--- config.mk ---
export PLATFORM = sky130hd
export DESIGN_NAME = yiq_conv_arbiter
export DESIGN_NICKNAME = d
export VERILOG_FILES = /design/src/rtl/yiq_conv_arbiter.sv
export SDC_FILE = /design/constraint.sdc
export NUM_CORES = 1
export LEC_CHECK = 0
export BUFFER_PORTS_ARGS = -buffer_cell sky130_fd_sc_hd__buf_4
export CORE_UTILIZATION = 51
export CTS_CLUSTER_SIZE = 28
export DETAILED_ROUTE_END_ITERATION = 12
export PLACE_DENSITY = 0.74
export RECOVER_POWER = 100
export SYNTH_ARGS = -nofsm -noshare
export SYNTH_HDL_FRONTEND = slang
export SYNTH_SLANG_ARGS = --single-unit
--- constraint.sdc ---
create_clock -name clk -period 2.83 [get_ports clk]
set_input_delay 0.283 -clock clk [delete_from_list [all_inputs] [get_ports clk]]
set_output_delay 0.283 -clock clk [all_outputs]
set_load 0.01 [all_outputs]
--- src/rtl/yiq_conv_arbiter.sv ---
// Round-robin front end that time-shares one pipelined RGB-to-YIQ converter among
// NUM_REQ requesters, tags each issue with its requester ID and queues results in a FIFO.
module yiq_conv_arbiter #(
    parameter int NUM_REQ    = 4,
    parameter int LATENCY    = 3,
    parameter int FIFO_DEPTH = 8,
    localparam int ID_W      = $clog2(NUM_REQ),
    localparam int CNT_W     = $clog2(FIFO_DEPTH) + 1
) (
    input  logic                    clk,
    input  logic                    rst_n,
    input  logic [NUM_REQ-1:0]      req_valid,
    input  logic [24*NUM_REQ-1:0]   req_rgb,
    output logic [NUM_REQ-1:0]      req_ready,
    output logic [7:0]              conv_r,
    output logic [7:0]              conv_g,
    output logic [7:0]              conv_b,
    input  logic [7:0]              conv_y,
    input  logic [7:0]              conv_i,
    input  logic [7:0]              conv_q,
    output logic                    out_valid,
    input  logic                    out_ready,
    output logic [ID_W-1:0]         out_id,
    output logic [7:0]              out_y,
    output logic [7:0]              out_i,
    output logic [7:0]              out_q,
    output logic [CNT_W-1:0]        inflight
);

    localparam int PTR_W = $clog2(FIFO_DEPTH);
    localparam int ENT_W = ID_W + 24;

    logic [ID_W-1:0]  ptr_q, ptr_d;
    logic [7:0]       conv_r_q, conv_r_d;
    logic [7:0]       conv_g_q, conv_g_d;
    logic [7:0]       conv_b_q, conv_b_d;
    logic [LATENCY:0] tag_v_q, tag_v_d;
    logic [ID_W-1:0]  tag_id_q [LATENCY+1];
    logic [ID_W-1:0]  tag_id_d [LATENCY+1];
    logic [CNT_W-1:0] inflight_q, inflight_d;
    logic [CNT_W-1:0] count_q, count_d;
    logic [PTR_W-1:0] wr_ptr_q, wr_ptr_d;
    logic [PTR_W-1:0] rd_ptr_q, rd_ptr_d;
    logic [ENT_W-1:0] fifo_mem_q [FIFO_DEPTH];

    logic [CNT_W:0]   credit_used;
    logic             issue_ok;
    logic             found_hi, found_lo;
    logic [ID_W-1:0]  idx_hi, idx_lo, grant_idx;
    logic             any_valid;
    logic             issue;
    logic [23:0]      sel_rgb;
    logic             push, pop;
    logic [ENT_W-1:0] head;

    // Credits cover both results still in the converter and entries already queued,
    // so a result that emerges always finds a free FIFO slot.
    assign credit_used = {1'b0, inflight_q} + {1'b0, count_q};
    assign issue_ok    = (credit_used < (CNT_W+1)'(FIFO_DEPTH));

    always_comb begin
        found_hi = 1'b0;
        found_lo = 1'b0;
        idx_hi   = '0;
        idx_lo   = '0;
        for (int k = NUM_REQ - 1; k >= 0; k--) begin
            if (req_valid[k]) begin
                if (ID_W'(k) >= ptr_q) begin
                    found_hi = 1'b1;
                    idx_hi   = ID_W'(k);
                end else begin
                    found_lo = 1'b1;
                    idx_lo   = ID_W'(k);
                end
            end
        end
        grant_idx = found_hi ? idx_hi : idx_lo;
        any_valid = found_hi | found_lo;
        issue     = issue_ok & any_valid;
        req_ready = issue ? (NUM_REQ'(1) << grant_idx) : '0;
    end

    always_comb begin
        sel_rgb = '0;
        for (int k = 0; k < NUM_REQ; k++) begin
            if (ID_W'(k) == grant_idx) begin
                sel_rgb = req_rgb[k*24 +: 24];
            end
        end
    end

    assign push      = tag_v_q[LATENCY];
    assign out_valid = (count_q != '0);
    assign pop       = out_valid & out_ready;

    always_comb begin
        ptr_d    = ptr_q;
        conv_r_d = conv_r_q;
        conv_g_d = conv_g_q;
        conv_b_d = conv_b_q;
        if (issue) begin
            ptr_d    = (grant_idx == ID_W'(NUM_REQ - 1)) ? '0 : grant_idx + ID_W'(1);
            conv_r_d = sel_rgb[23:16];
            conv_g_d = sel_rgb[15:8];
            conv_b_d = sel_rgb[7:0];
        end
    end

    always_comb begin
        tag_v_d     = {tag_v_q[LATENCY-1:0], issue};
        tag_id_d[0] = grant_idx;
        for (int s = 1; s <= LATENCY; s++) begin
            tag_id_d[s] = tag_id_q[s-1];
        end
    end

    always_comb begin
        inflight_d = inflight_q;
        count_d    = count_q;
        wr_ptr_d   = push ? wr_ptr_q + PTR_W'(1) : wr_ptr_q;
        rd_ptr_d   = pop  ? rd_ptr_q + PTR_W'(1) : rd_ptr_q;
        case ({issue, push})
            2'b10:   inflight_d = inflight_q + CNT_W'(1);
            2'b01:   inflight_d = inflight_q - CNT_W'(1);
            default: inflight_d = inflight_q;
        endcase
        case ({push, pop})
            2'b10:   count_d = count_q + CNT_W'(1);
            2'b01:   count_d = count_q - CNT_W'(1);
            default: count_d = count_q;
        endcase
    end

    always_ff @(posedge clk) begin
        if (!rst_n) begin
            ptr_q      <= '0;
            conv_r_q   <= '0;
            conv_g_q   <= '0;
            conv_b_q   <= '0;
            tag_v_q    <= '0;
            inflight_q <= '0;
            count_q    <= '0;
            wr_ptr_q   <= '0;
            rd_ptr_q   <= '0;
            for (int s = 0; s <= LATENCY; s++) begin
                tag_id_q[s] <= '0;
            end
        end else begin
            ptr_q      <= ptr_d;
            conv_r_q   <= conv_r_d;
            conv_g_q   <= conv_g_d;
            conv_b_q   <= conv_b_d;
            tag_v_q    <= tag_v_d;
            inflight_q <= inflight_d;
            count_q    <= count_d;
            wr_ptr_q   <= wr_ptr_d;
            rd_ptr_q   <= rd_ptr_d;
            for (int s = 0; s <= LATENCY; s++) begin
                tag_id_q[s] <= tag_id_d[s];
            end
        end
    end

    // Storage needs no reset: the head is masked to zero whenever the FIFO is empty.
    always_ff @(posedge clk) begin
        if (rst_n && push) begin
            fifo_mem_q[wr_ptr_q] <= {tag_id_q[LATENCY], conv_y, conv_i, conv_q};
        end
    end

    assign head     = fifo_mem_q[rd_ptr_q];
    assign out_id   = out_valid ? head[ENT_W-1 -: ID_W] : '0;
    assign out_y    = out_valid ? head[23:16] : '0;
    assign out_i    = out_valid ? head[15:8]  : '0;
    assign out_q    = out_valid ? head[7:0]   : '0;
    assign conv_r   = conv_r_q;
    assign conv_g   = conv_g_q;
    assign conv_b   = conv_b_q;
    assign inflight = inflight_q;

endmodule

==> Word-level counts from Yosys, hierarchy flattened <==
Memory sizes are Yosys's and may differ from the RTL's. A register that Yosys moved wholly into a read port is not among the register bits.
Index checks and enable logic that the tools add are counted.
{ "totals": {"ramBits": 216, "register_bits": 44, "out_inout_bits": 59, "inputBits": 127, "mem_count": 2, "wordCells": 100} }
{ "classes": {"n_reduce_logical": 5, "eq_ne": 8, "shift": 1, "order_cmp": 5, "add_sub_neg": 8, "n_bitwise": 7, "n_mux": 55} }
{ "memory_table": {"columns": ["name", "depth", "word_bits", "read_ports", "rd_ports_with_merged_regs", "wr", "line_no", "rtl"], "rows": [
  ["fifo_mem_q", 8, 26, 1, 1, 1, "44", "logic [ENT_W-1:0] fifo_mem_q [FIFO_DEPTH];"],
  ["tag_id_q", 4, 2, 4, 0, 4, "38", "logic [ID_W-1:0] tag_id_q [LATENCY+1];"]
]} }
{ "op_table": {"columns": ["op", "count"], "rows": [
  ["24-bit 2-to-1 mux", 4],
  ["2-bit 2-to-1 mux", 23],
  ["8-bit 2-to-1 mux", 3],
  ["1-bit 2-to-1 mux", 20],
  ["4-bit one-hot mux with 2 select lines", 2],
  ["4-bit by 1-bit adder with 4-bit output, second input constant", 2],
  ["4-bit by 1-bit subtractor with 4-bit output, second input constant", 2],
  ["3-bit by 1-bit adder with 3-bit output, second input constant", 2],
  ["2-bit equality test, second input constant", 3],
  ["3-bit 2-to-1 mux", 2],
  ["4-bit by 4-bit adder with 5-bit output", 1],
  ["5-bit by 4-bit less-than comparator with 1-bit output, second input constant", 1],
  ["1-bit bitwise OR", 5],
  ["2-bit by 1-bit equality test with 1-bit output, second input constant", 2],
  ["2-bit equality test, first input constant", 2],
  ["1-bit by 2-bit greater-or-equal comparator with 1-bit output, first input constant", 2],
  ["2-bit greater-or-equal comparator, first input constant", 2],
  ["4-bit 2-to-1 mux", 1],
  ["2-bit nonzero test", 2],
  ["4-bit nonzero test", 1],
  ["1-bit by 2-bit << shifter with 4-bit output, first input constant", 1],
  ["2-bit by 1-bit adder with 2-bit output, second input constant", 1],
  ["1-bit bitwise AND", 2],
  ["1-bit by 2-bit equality test with 1-bit output, first input constant", 1],
  ["other kinds (2)", 2]
]} }

==> Depth between registers and ports, before layout <==
Gate-level depths: netlist of run 1.
{ "logic_depth": {"ltp_word": 15, "depth_mapped": 13, "depth_no_buf": 11} }

==> Worst setup path after synthesis of run 1 <==
No wires, ideal clock.
{ "synth_path": {"kind": "reg2reg", "start": "reg tag_v_q[3]", "end": "mem fifo_mem_q[1][0] (netlist name), enable pin", "setup_slack_ps": -59, "arrival_time_ps": 2447, "period_less_slack_ps": 2889, "setup_ps": 442, "t_required_ps": 2388, "n_path_buf": 0, "path_stages_with_launch": 3, "cell_sequence": "dfxtp_1 > nand2b_1 > nor3_1"} }
{ "synth_between": {"elab_chain_len": 3} }
{ "synth_rtl": {"columns": ["element", "line_no", "rtl"], "rows": [
  ["start, declared", "37", "logic [LATENCY:0] tag_v_q, tag_v_d;"],
  ["start signal, assigned", "153", "tag_v_q <= tag_v_d;"],
  ["1-bit logical AND", "166", "if (rst_n && push) begin"],
  ["1-bit 2-to-1 mux", "166", null],
  ["1-bit 2-to-1 mux (implied by the code)", "167", "fifo_mem_q[wr_ptr_q] <= {tag_id_q[LATENCY], conv_y, conv_i, conv_q};"],
  ["end, declared", "44", null]
]} }
No other way between the ends.

==> Worst setup path after layout of run 1 <==
{ "layout_path": {"start": "reg inflight_q[2], in the netlist inflight[2]", "end": "out req_ready[1]"} }
{ "layout_between": {"elab_chain_len": 4} }
{ "layout_rtl": {"columns": ["element", "line_no", "rtl"], "rows": [
  ["start, declared", "40", "logic [CNT_W-1:0] inflight_q, inflight_d;"],
  ["start signal, assigned", "154", "inflight_q <= inflight_d;"],
  ["4-bit by 4-bit adder with 5-bit output", "58", "assign credit_used = {1'b0, inflight_q} + {1'b0, count_q};"],
  ["5-bit by 4-bit less-than comparator with 1-bit output", "59", "assign issue_ok = (credit_used < (CNT_W+1)'(FIFO_DEPTH));"],
  ["1-bit bitwise AND", "79", "issue = issue_ok & any_valid;"],
  ["4-bit 2-to-1 mux", "80", "req_ready = issue ? (NUM_REQ'(1) << grant_idx) : '0;"],
  ["end, declared", "14", "output logic [NUM_REQ-1:0] req_ready,"]
]} }
No other way between the ends.

==> results.cfg, run 1 <==
[outcome]
status = finished, final reports clean

[yosys]
synthMuxAreaShare_pct = 13.6
yosys_warnings = 0
synth_edf_count = 208
synthAdderAreaFrac_pct = 1.92
synth_xor_area_share_pct = 0.730
synth_flop_cell = edfxtp_1
synth_compound_area_share_pct = 5.99
synth-async-reset-ratio_pct = 0
ys_seq_area_share_pct = 68.1
syn_nets = 834
synth-simple-area-share_pct = 7.08
synth-seq-cells = 263
avgSynthCellArea_um2 = 15.6
netlist_area_mm2 = 0.0108
synthDistinctLibCells = 41
syn-instance-count = 691
synth_top_family_by_area = multiplexers

[floorplan]
design.core.area_mm2 = 0.0205
ios = 186
die_height_um = 147
num_rows = 52
die_x_um = 147
initial_core_util_pct = 52.7
die_area_mm2 = 0.0218

[worst_setup_path]
startpoint = inflight[2]$_SDFFE_PN0P_
rr_worst_depth = 11
crit_path_end = req_ready[1]
crit_required_ps = 2550
arrival_ps = 2400
crit_type = flip-flop to output port
endpoint_kind = output port
rrSetupSlack_ps = 180
crit_fanout = 52
cp-start-kind = flip-flop
rr_endpoint = inflight[2]$_SDFFE_PN0P_
worst_r2r_startpoint = inflight[2]$_SDFFE_PN0P_

[pwr]
ir_drop_mv = 0.504
leakagePower_uw = 0.00462
power_uw = 9830
cellPowerDensity_mw_per_mm2 = 731

[placed_design]
pre_cts_ws_ps = 119
dpl.cell_count = 1125
hpwl_um = 15300
port_buffers = 185
gp_congestion = 0.910
place_area_mm2 = 0.0126

[timing]
worst_hold_slack_ps = 110
worst_slack_ps = 150
post-route-period-util_pct = 94.7
finalMaxSlewViolations = 0
slew-limit-headroom_pct = 55.3
finClkSkew_ps = 14.5
max_freq_ghz = 0.373
finalHoldViolCount = 0
period_needed_ps = 2680
setup_violations = 0
worstMarginPinSlew_ps = 671

[detailed_routing]
via_count = 6809
drt-total-wl_um = 24200
first_iter_violations = 428
wl_per_cell_um = 20.2
final_antenna_net_count = 0
vias_per_cell = 5.68
drt_pass1_iterations = 5
route.detailed.drc = 0

[grt]
gr-total-overflow = 0
grt_max_degree = 53
antenna_found_initial = 2
grtUsageTotal_pct = 22.8
first_global_vias = 7217
grt_pass1_wl_um = 38000

[final_layout]
finalInstanceArea_mm2 = 0.0134
stdcell_count = 1199
final_cell_mix = edfxtp_1 (208), buf_4 (156), clkbuf_1 (56), nand2_1 (55), mux4_2 (52)
syn_to_final_growth_pct = 24.6
nFillCells = 1490
drive_gt1_share_pct = 28.7
nNetsFinal = 1050
final_common_cell = edfxtp_1

[cts]
cts.clk_slew.worst_paths_ps = 70
clock_sinks = 263
cts_tree = built
cts_root_buf = clkbuf_16
cts_buffers = 26
cts_setup_buffers = 0
clock_latency_ps = 530
cts.htree.levels = 1
clockBufferDepth = 3

[run]
cap_violations = 0

[worst_hold_path]
hold_class = primary input to flip-flop
## metrics by stage
stage | util, % | TNS [ps]
6_report | 65.6 | 0
2_1_floorplan | - | 0
4_1_cts | 66.4 | 0
5_1_grt | 65.6 | -3.16
3_3_place_gp | 61.3 | 0
3_5_place_dp | 61.3 | 0
## layout make-up
type / instances / area (um2) / share of cell area, %
well taps: 270 / 338 / 2.51
clock buffers: 34 / 691 / 5.14
flip-flops and latches: 263 / 7360 / 54.7
multi-input cells: 369 / 3210 / 23.9
repair buffers: 232 / 1660 / 12.3
inverters: 15 / 63.8 / 0.475
clock inverters: 14 / 126 / 0.940
diodes: 2 / 5.00 / 0.0372
## flip-flops by register name, indices dropped and copies added, names as in the netlist, named ones only
register / cells
fifo_mem_q: 208
conv_b: 8
conv_g: 8
conv_r: 8
tag_id_q: 8
count_q: 4
inflight: 4
tag_v_q: 4
rd_ptr_q: 3
wr_ptr_q: 3
ptr_q: 2
## critical path, cell delays in order, from the launching register on
cell	delay, ps
dfxtp_2	360
ha_1	330
a2111oi_2	280
and3_2	300
inv_8	40
buf_4	270
nor2_1	160
buf_4	130
## logic make-up (layout without fill, tap and decap cells)
group | after synthesis | after routing
XOR/XNOR | 9 | 9
other | 0 | 2
flip-flops | 263 | 263
adder cells (fa/ha/maj) | 16 | 16
buffers and inverters | 59 | 295
AO/OA/AOI/OAI | 94 | 94
multiplexers | 82 | 82
AND/OR/NAND/NOR | 168 | 168
## timing repair
item / 4_1_cts / 5_1_grt
setup endpoints to repair: 0 / 4
hold buffers: 24 / 0
endpoints found under the hold margin: 192 / 0
gates resized for setup: 0 / 4
## per-layer routing
| metal | routed length (um) | vias up | GRT usage (%) |
|---|---|---|---|
| li1 | - | 3113 | - |
| met1 | 9410 | 3356 | 27.5 |
| met2 | 12300 | 280 | 40.0 |
| met3 | 1650 | 60 | 4.44 |
| met4 | 907 | 0 | 9.43 |
| met5 | 0 | - | 0 |
## synthesized netlist by cell type, types with 2 or more instances
master | number | area (um2)
a211oi_1 | 2 | 15.0
a21oi_1 | 37 | 185
a311o_1 | 23 | 230
and2_1 | 13 | 81.3
and3_1 | 2 | 12.5
buf_1 | 2 | 7.51
buf_2 | 7 | 35.0
buf_6 | 5 | 56.3
clkbuf_1 | 29 | 109
dfxtp_1 | 55 | 1100
edfxtp_1 | 208 | 6250
ha_1 | 15 | 188
inv_1 | 12 | 45.0
inv_2 | 2 | 7.51
mux2i_1 | 30 | 300
mux4_2 | 52 | 1170
nand2_1 | 55 | 206
nand2b_1 | 5 | 31.3
nand3_1 | 26 | 130
nor2_1 | 53 | 199
nor2b_1 | 3 | 18.8
nor3_1 | 2 | 10.0
o21ai_0 | 2 | 10.0
o22ai_1 | 23 | 144
or3_1 | 4 | 25.0
or4_1 | 2 | 15.0
xnor2_1 | 2 | 17.5
xor2_1 | 7 | 61.3
## report_power, final
group | switching (uW) | total [uW] | internal [uW]
sequential | 161 | 4480 | 4320
combinational | 1070 | 2090 | 1020
clock | 1360 | 3260 | 1900
total | 2590 | 9830 | 7240
## worst min path at each step
stage,cells after the start,from,slack [ps],end
floorplan,0,conv_q[0],380,fifo_mem_q[0][0]$_DFFE_PP_
global placement,1,tag_id_q[2][1]$_SDFF_PN0_,420,tag_id_q[3][1]$_SDFF_PN0_
detailed placement,1,tag_id_q[2][1]$_SDFF_PN0_,420,tag_id_q[3][1]$_SDFF_PN0_
CTS,2,rst_n,100,tag_v_q[3]$_SDFF_PN0_
global route,3,rst_n,100,inflight[3]$_SDFFE_PN0P_
finish,2,rst_n,110,tag_v_q[3]$_SDFF_PN0_
No activity file was read; power rests on OpenSTA's default activity.
==> run 2, diff against run 1 <==
- CELL_PAD_IN_SITES_DETAIL_PLACEMENT: not set -> 1
- CELL_PAD_IN_SITES_GLOBAL_PLACEMENT: not set -> 2
- CORE_UTILIZATION: 51 -> 36
==> run 2 against run 1 <==
Effect of this change:
- non-clock buffer count up 8
- critical path type unchanged
- fmax up 2.0%
- highest routed layer unchanged
- flip-flop and latch count unchanged
- sequential share of layout area down 1.9 points
- final area up 3.5%
==> results.cfg, run 2 (same netlist as run 1, synthesis figures left out) <==
[outcome]
status = finished, final reports clean

[worst_setup_path]
cp_slowest_cell = dfxtp_2
crit_fanout = 52
endpoint_kind = output port
rrSetupSlack_ps = 240
max_stage_delay_ps = 350
crit_required_ps = 2550
crit_type = flip-flop to output port
path_cells = ha_1 > a2111oi_2 > and3_4 > inv_8 > buf_6 > nor2_1 > buf_4
startpoint = inflight[2]$_SDFFE_PN0P_
cp-start-kind = flip-flop
arrival_ps = 2340
worst_r2r_startpoint = inflight[2]$_SDFFE_PN0P_

[pwr]
cellPowerDensity_mw_per_mm2 = 738
ir_drop_mv = 0.527
power_uw = 10300
leakagePower_uw = 0.00482

[cts]
clockBufferDepth = 3
cts_root_buf = clkbuf_16
clock_sinks = 263
cts_tree = built
cts_buffers = 28
cts_setup_buffers = 0
clock_latency_ps = 530
cts.htree.levels = 1
cts.clk_slew.worst_paths_ps = 60

[final_layout]
stdcell_count = 1329
max_flop_register = fifo_mem_q
syn_to_final_growth_pct = 29.0
largest_reg_flops = 208
finalInstanceArea_mm2 = 0.0139
final_cell_mix = edfxtp_1 (208), buf_4 (183), nand2_1 (55), mux4_2 (52), dfxtp_1 (51)
antenna_cells = 0
final_common_cell = edfxtp_1
drive_gt1_share_pct = 32.2
nNetsFinal = 1060
fin_util_pct = 47.1
nFillCells = 3002

[timing]
setup_violations = 0
tns_ps = 0
post-route-period-util_pct = 92.8
rsz0062_at_grt = yes
finalMaxSlewViolations = 0
period_needed_ps = 2630
finClkSkew_ps = 6.66
finalHoldViolCount = 0
slew-limit-headroom_pct = 56.5
max_freq_ghz = 0.381
worstMarginPinSlew_ps = 653

[floorplan]
design.core.area_mm2 = 0.0296
die_area_mm2 = 0.0307
die_height_um = 175
die_x_um = 175
ios = 186
num_rows = 63
initial_core_util_pct = 36.5

[detailed_routing]
drt_pass1_iterations = 4
route.detailed.drc = 0
via_count = 6705
final_antenna_net_count = 0
wl_per_cell_um = 19.9
first_iter_violations = 337
drt-total-wl_um = 26400
vias_per_cell = 5.05

[placed_design]
place_area_mm2 = 0.0129
dpl.cell_count = 1253
hpwl_um = 17100
gp_congestion = 0.742
port_buffers = 185

[grt]
first_global_vias = 7334
gr-total-overflow = 0
grtUsageTotal_pct = 17.7
grt_max_degree = 53
antenna_found_initial = 0
grt_pass1_wl_um = 41900

[worst_hold_path]
hold_class = primary input to flip-flop
hp-start = rst_n

[run]
cap_violations = 0
==> run 2: worst max-delay path, delay by kind of cell (launching register included) <==
family                     cells  cell delay (ps)
adders and majority gates      1              340
buffers and inverters          3              360
and+or+nand+nor                2              420
DFF                            1              350
AOI/OAI and AO/OA              1              310
==> run 2: layout make-up <==
cell class	instances	area, um2	share of cell area [%]
multi-input cells	369	3250	23.3
clock inverters	18	165	1.19
flip-flops and latches	263	7350	52.8
clock buffers	34	744	5.35
well taps	390	488	3.50
repair buffers	240	1860	13.4
inverters	15	63.8	0.458
==> run 2: layer usage <==
metal | part of all wire (%) | vias to the layer above | wire length (um) | global-route usage (%)
met5 | 0 | - | 0 | 0
met4 | 1.9 | 0 | 506 | 4.09
met3 | 6.4 | 40 | 1690 | 4.24
met2 | 48 | 192 | 12700 | 29.8
met1 | 43 | 3343 | 11500 | 23.1
li1 | - | 3130 | - | -
==> run 2: timing repair <==
action,in CTS,in global routing
hold buffers,24,0
gates cloned,0,0
endpoints found under the setup margin,3,4
pin swaps,0,1
endpoints found under the hold margin,192,0
resized for setup,1,5
==> run 2: where the power goes <==
| part | leakage, uW | internal, uW | switching [uW] |
|---|---|---|---|
| logic | 0.00205 | 1110 | 1160 |
| registers | 0.00233 | 4320 | 107 |
| clock network | 0.000438 | 2140 | 1450 |
| total | 0.00482 | 7560 | 2720 |
==> run 2: worst paths after layout <==
| kind | endpoint | depth (start not counted) |
|---|---|---|
| setup / recovery | req_ready[3] | 7 |
| hold / removal | tag_id_q[3][1]$_SDFF_PN0_ | 2 |
| setup reg to reg | inflight[2]$_SDFFE_PN0P_ | 11 |
| hold reg to reg | tag_id_q[2][0]$_SDFF_PN0_ | 1 |
==> run 2: stage by stage <==
| stage | hold WS, ps | setup WS, ps |
|---|---|---|
| after detailed placement | 422 | 110 |
| after floorplan | 382 | 103 |
| after global routing | 104 | -9.02 |
| final | 99.8 | 204 |
| after CTS | 84.3 | 15.2 |
| after global placement | 414 | 144 |
==> run 3, diff against run 2 <==
- clock period: 2.83 -> 2.2 ns (I/O delays scaled with it)
==> run 3 against run 2 <==
Effect of this change:
- the flow now finishes with violations (setup timing)
- critical path depth increased by 2
- clock power up 26%
- utilization up 3.7 points
- clock skew up 5.9 ps
- hold slack worse by 58 ps
- flip-flop and latch count stayed put
- combinational power grew 73%
- via count rose by 5.4%
- power up 38%
- routed wire length rose by 8.4%
- die area stayed put
- critical endpoint is now req_ready[0]
- largest cell class unchanged
- largest power group unchanged
- highest routed layer unchanged
==> results.cfg, run 3 (same netlist as run 1, synthesis figures left out) <==
[timing]
finalMaxSlewViolations = 0
setup_violations = 56
post-route-period-util_pct = 112
tns_ps = -7100
slew-limit-headroom_pct = 63.0
finClkSkew_ps = 12.5
worst_hold_slack_ps = 42.1
period_needed_ps = 2470
worst_slack_ps = -274
rsz0062_at_grt = yes
worstMarginPinSlew_ps = 554
max_freq_ghz = 0.404
finalHoldViolCount = 0

[worst_setup_path]
crit_fanout = 3
cp-start-kind = flip-flop
crit_type = flip-flop to output port
endpoint_kind = output port
arrival_ps = 2250
crit_required_ps = 1980

[grt]
grt_pass1_wl_um = 43300
grt_max_degree = 53
gr-total-overflow = 0
antenna_found_initial = 0
first_global_vias = 7678
grtUsageTotal_pct = 18.6

[floorplan]
die_height_um = 175
design.core.area_mm2 = 0.0296
initial_core_util_pct = 36.5
num_rows = 63
die_x_um = 175
ios = 186
die_area_mm2 = 0.0307

[final_layout]
final_cell_mix = edfxtp_1 (208), buf_4 (180), nand2_1 (55), mux4_2 (52), clkbuf_1 (49)
multi_input_area_mm2 = 0.00369
ff_latch_area_mm2 = 0.00737
nNetsFinal = 1108
finalInstanceArea_mm2 = 0.0150
fin_util_pct = 50.8
max_flop_register = fifo_mem_q
antenna_cells = 0
drive_gt1_share_pct = 40.5
final_common_cell = edfxtp_1
largest_reg_flops = 208
nFillCells = 2928
syn_to_final_growth_pct = 39.1

[cts]
clock_latency_ps = 530
clock_sinks = 263
cts.clk_slew.worst_paths_ps = 60
cts_tree = built
cts_root_buf = clkbuf_16
cts_buffers = 28
cts.htree.levels = 1
clockBufferDepth = 3

[detailed_routing]
final_antenna_net_count = 0
drt_pass1_iterations = 4
route.detailed.drc = 0
vias_per_cell = 5.14
via_count = 7069
first_iter_violations = 304
drt-total-wl_um = 28600
wl_per_cell_um = 20.8

[pwr]
internal-power_uw = 10300
power_switching_uw = 3830
p_clk_share_pct = 31.9
power_uw = 14200
pwr-share-comb_pct = 27.8
leakagePower_uw = 0.00516
switching_share_pct = 27.0
seqPwrFrac_pct = 40.4
ir_drop_mv = 0.539
cellPowerDensity_mw_per_mm2 = 944

[placed_design]
place_area_mm2 = 0.0132
port_buffers = 185
hpwl_um = 16700
gp_congestion = 0.745

[outcome]
violations = setup timing
status = complete, but fails checks

[worst_hold_path]
hold_class = primary input to flip-flop

[run]
cap_violations = 0
==> run 3: changes by cell type in the layout (fill, tap and decap cells not counted), sizes merged <==
| cell | previous run | this run |
|---|---|---|
| buf | 191 | 218 |
| bufbuf | 0 | 2 |
| bufinv | 3 | 2 |
| clkbuf | 59 | 82 |
| clkinv | 13 | 6 |
| clkinvlp | 2 | 3 |
==> run 3: area by class of cell <==
type | instances | area share [%]
well taps | 390 | 3.25
inverters | 15 | 0.492
flip-flops and latches | 263 | 49.1
repair buffers | 288 | 16.7
multi-input cells | 369 | 24.6
clock buffers | 38 | 5.19
clock inverters | 11 | 0.725
==> run 3: power groups by stage <==
stage	sequential, uW	clock [uW]	combinational, uW
global route	5740	4810	4220
global placement	5820	0	3140
detailed placement	5830	0	3160
floorplan	5850	0	1690
CTS	5710	4660	4030
finish	5720	4520	3930
==> run 3: critical path, stage by stage, from the launching register on <==
cell and delay, ps:
dfxtp_2 340, inv_2 40, a22o_1 210, a211oi_2 330, inv_1 140, buf_6 140
ha_4 160, buf_12 120, and2_4 130, buf_6 110
==> run 3: path summary, 6_finish.rpt <==
| kind | start | endpoint | cells after the start | slack, ps |
|---|---|---|---|---|
| worst max register to register | ptr_q[0]$_SDFFE_PN0P_ | conv_g[6]$_SDFFE_PN0P_ | 12 | -200 |
| worst max-delay path | ptr_q[0]$_SDFFE_PN0P_ | req_ready[0] | 9 | -270 |
| worst min register to register | tag_v_q[2]$_SDFF_PN0_ | tag_v_q[3]$_SDFF_PN0_ | 1 | 430 |
| worst min-delay path | rst_n | tag_v_q[3]$_SDFF_PN0_ | 2 | 40 |
==> run 3: metal layers <==
metal / wire [um] / GRT usage (%) / vias to the layer above / share of wire [%]
met5: 0 / 0 / - / 0
met4: 539 / 4.67 / 0 / 1.9
met3: 1860 / 4.31 / 34 / 6.5
met2: 14900 / 33.9 / 218 / 52
met1: 11400 / 22.1 / 3591 / 40
li1: - / - / 3226 / -
==> run 3: what timing repair did <==
action                                  in CTS  in global routing
setup buffers                               18                  5
resized for setup                           84                 35
pin swaps                                   44                 41
hold endpoints to repair                   192                  0
hold buffers                                24                  0
cloned                                       8                  2
endpoints found under the setup margin      58                 58
==> run 3: stage by stage <==
step           worst slack [ps]  cells
6_report                   -274   1374
3_5_place_dp               -253   1275
4_1_cts                    -230   1374
5_1_grt                    -369   1374
3_3_place_gp               -266   1275
2_1_floorplan              -278    691
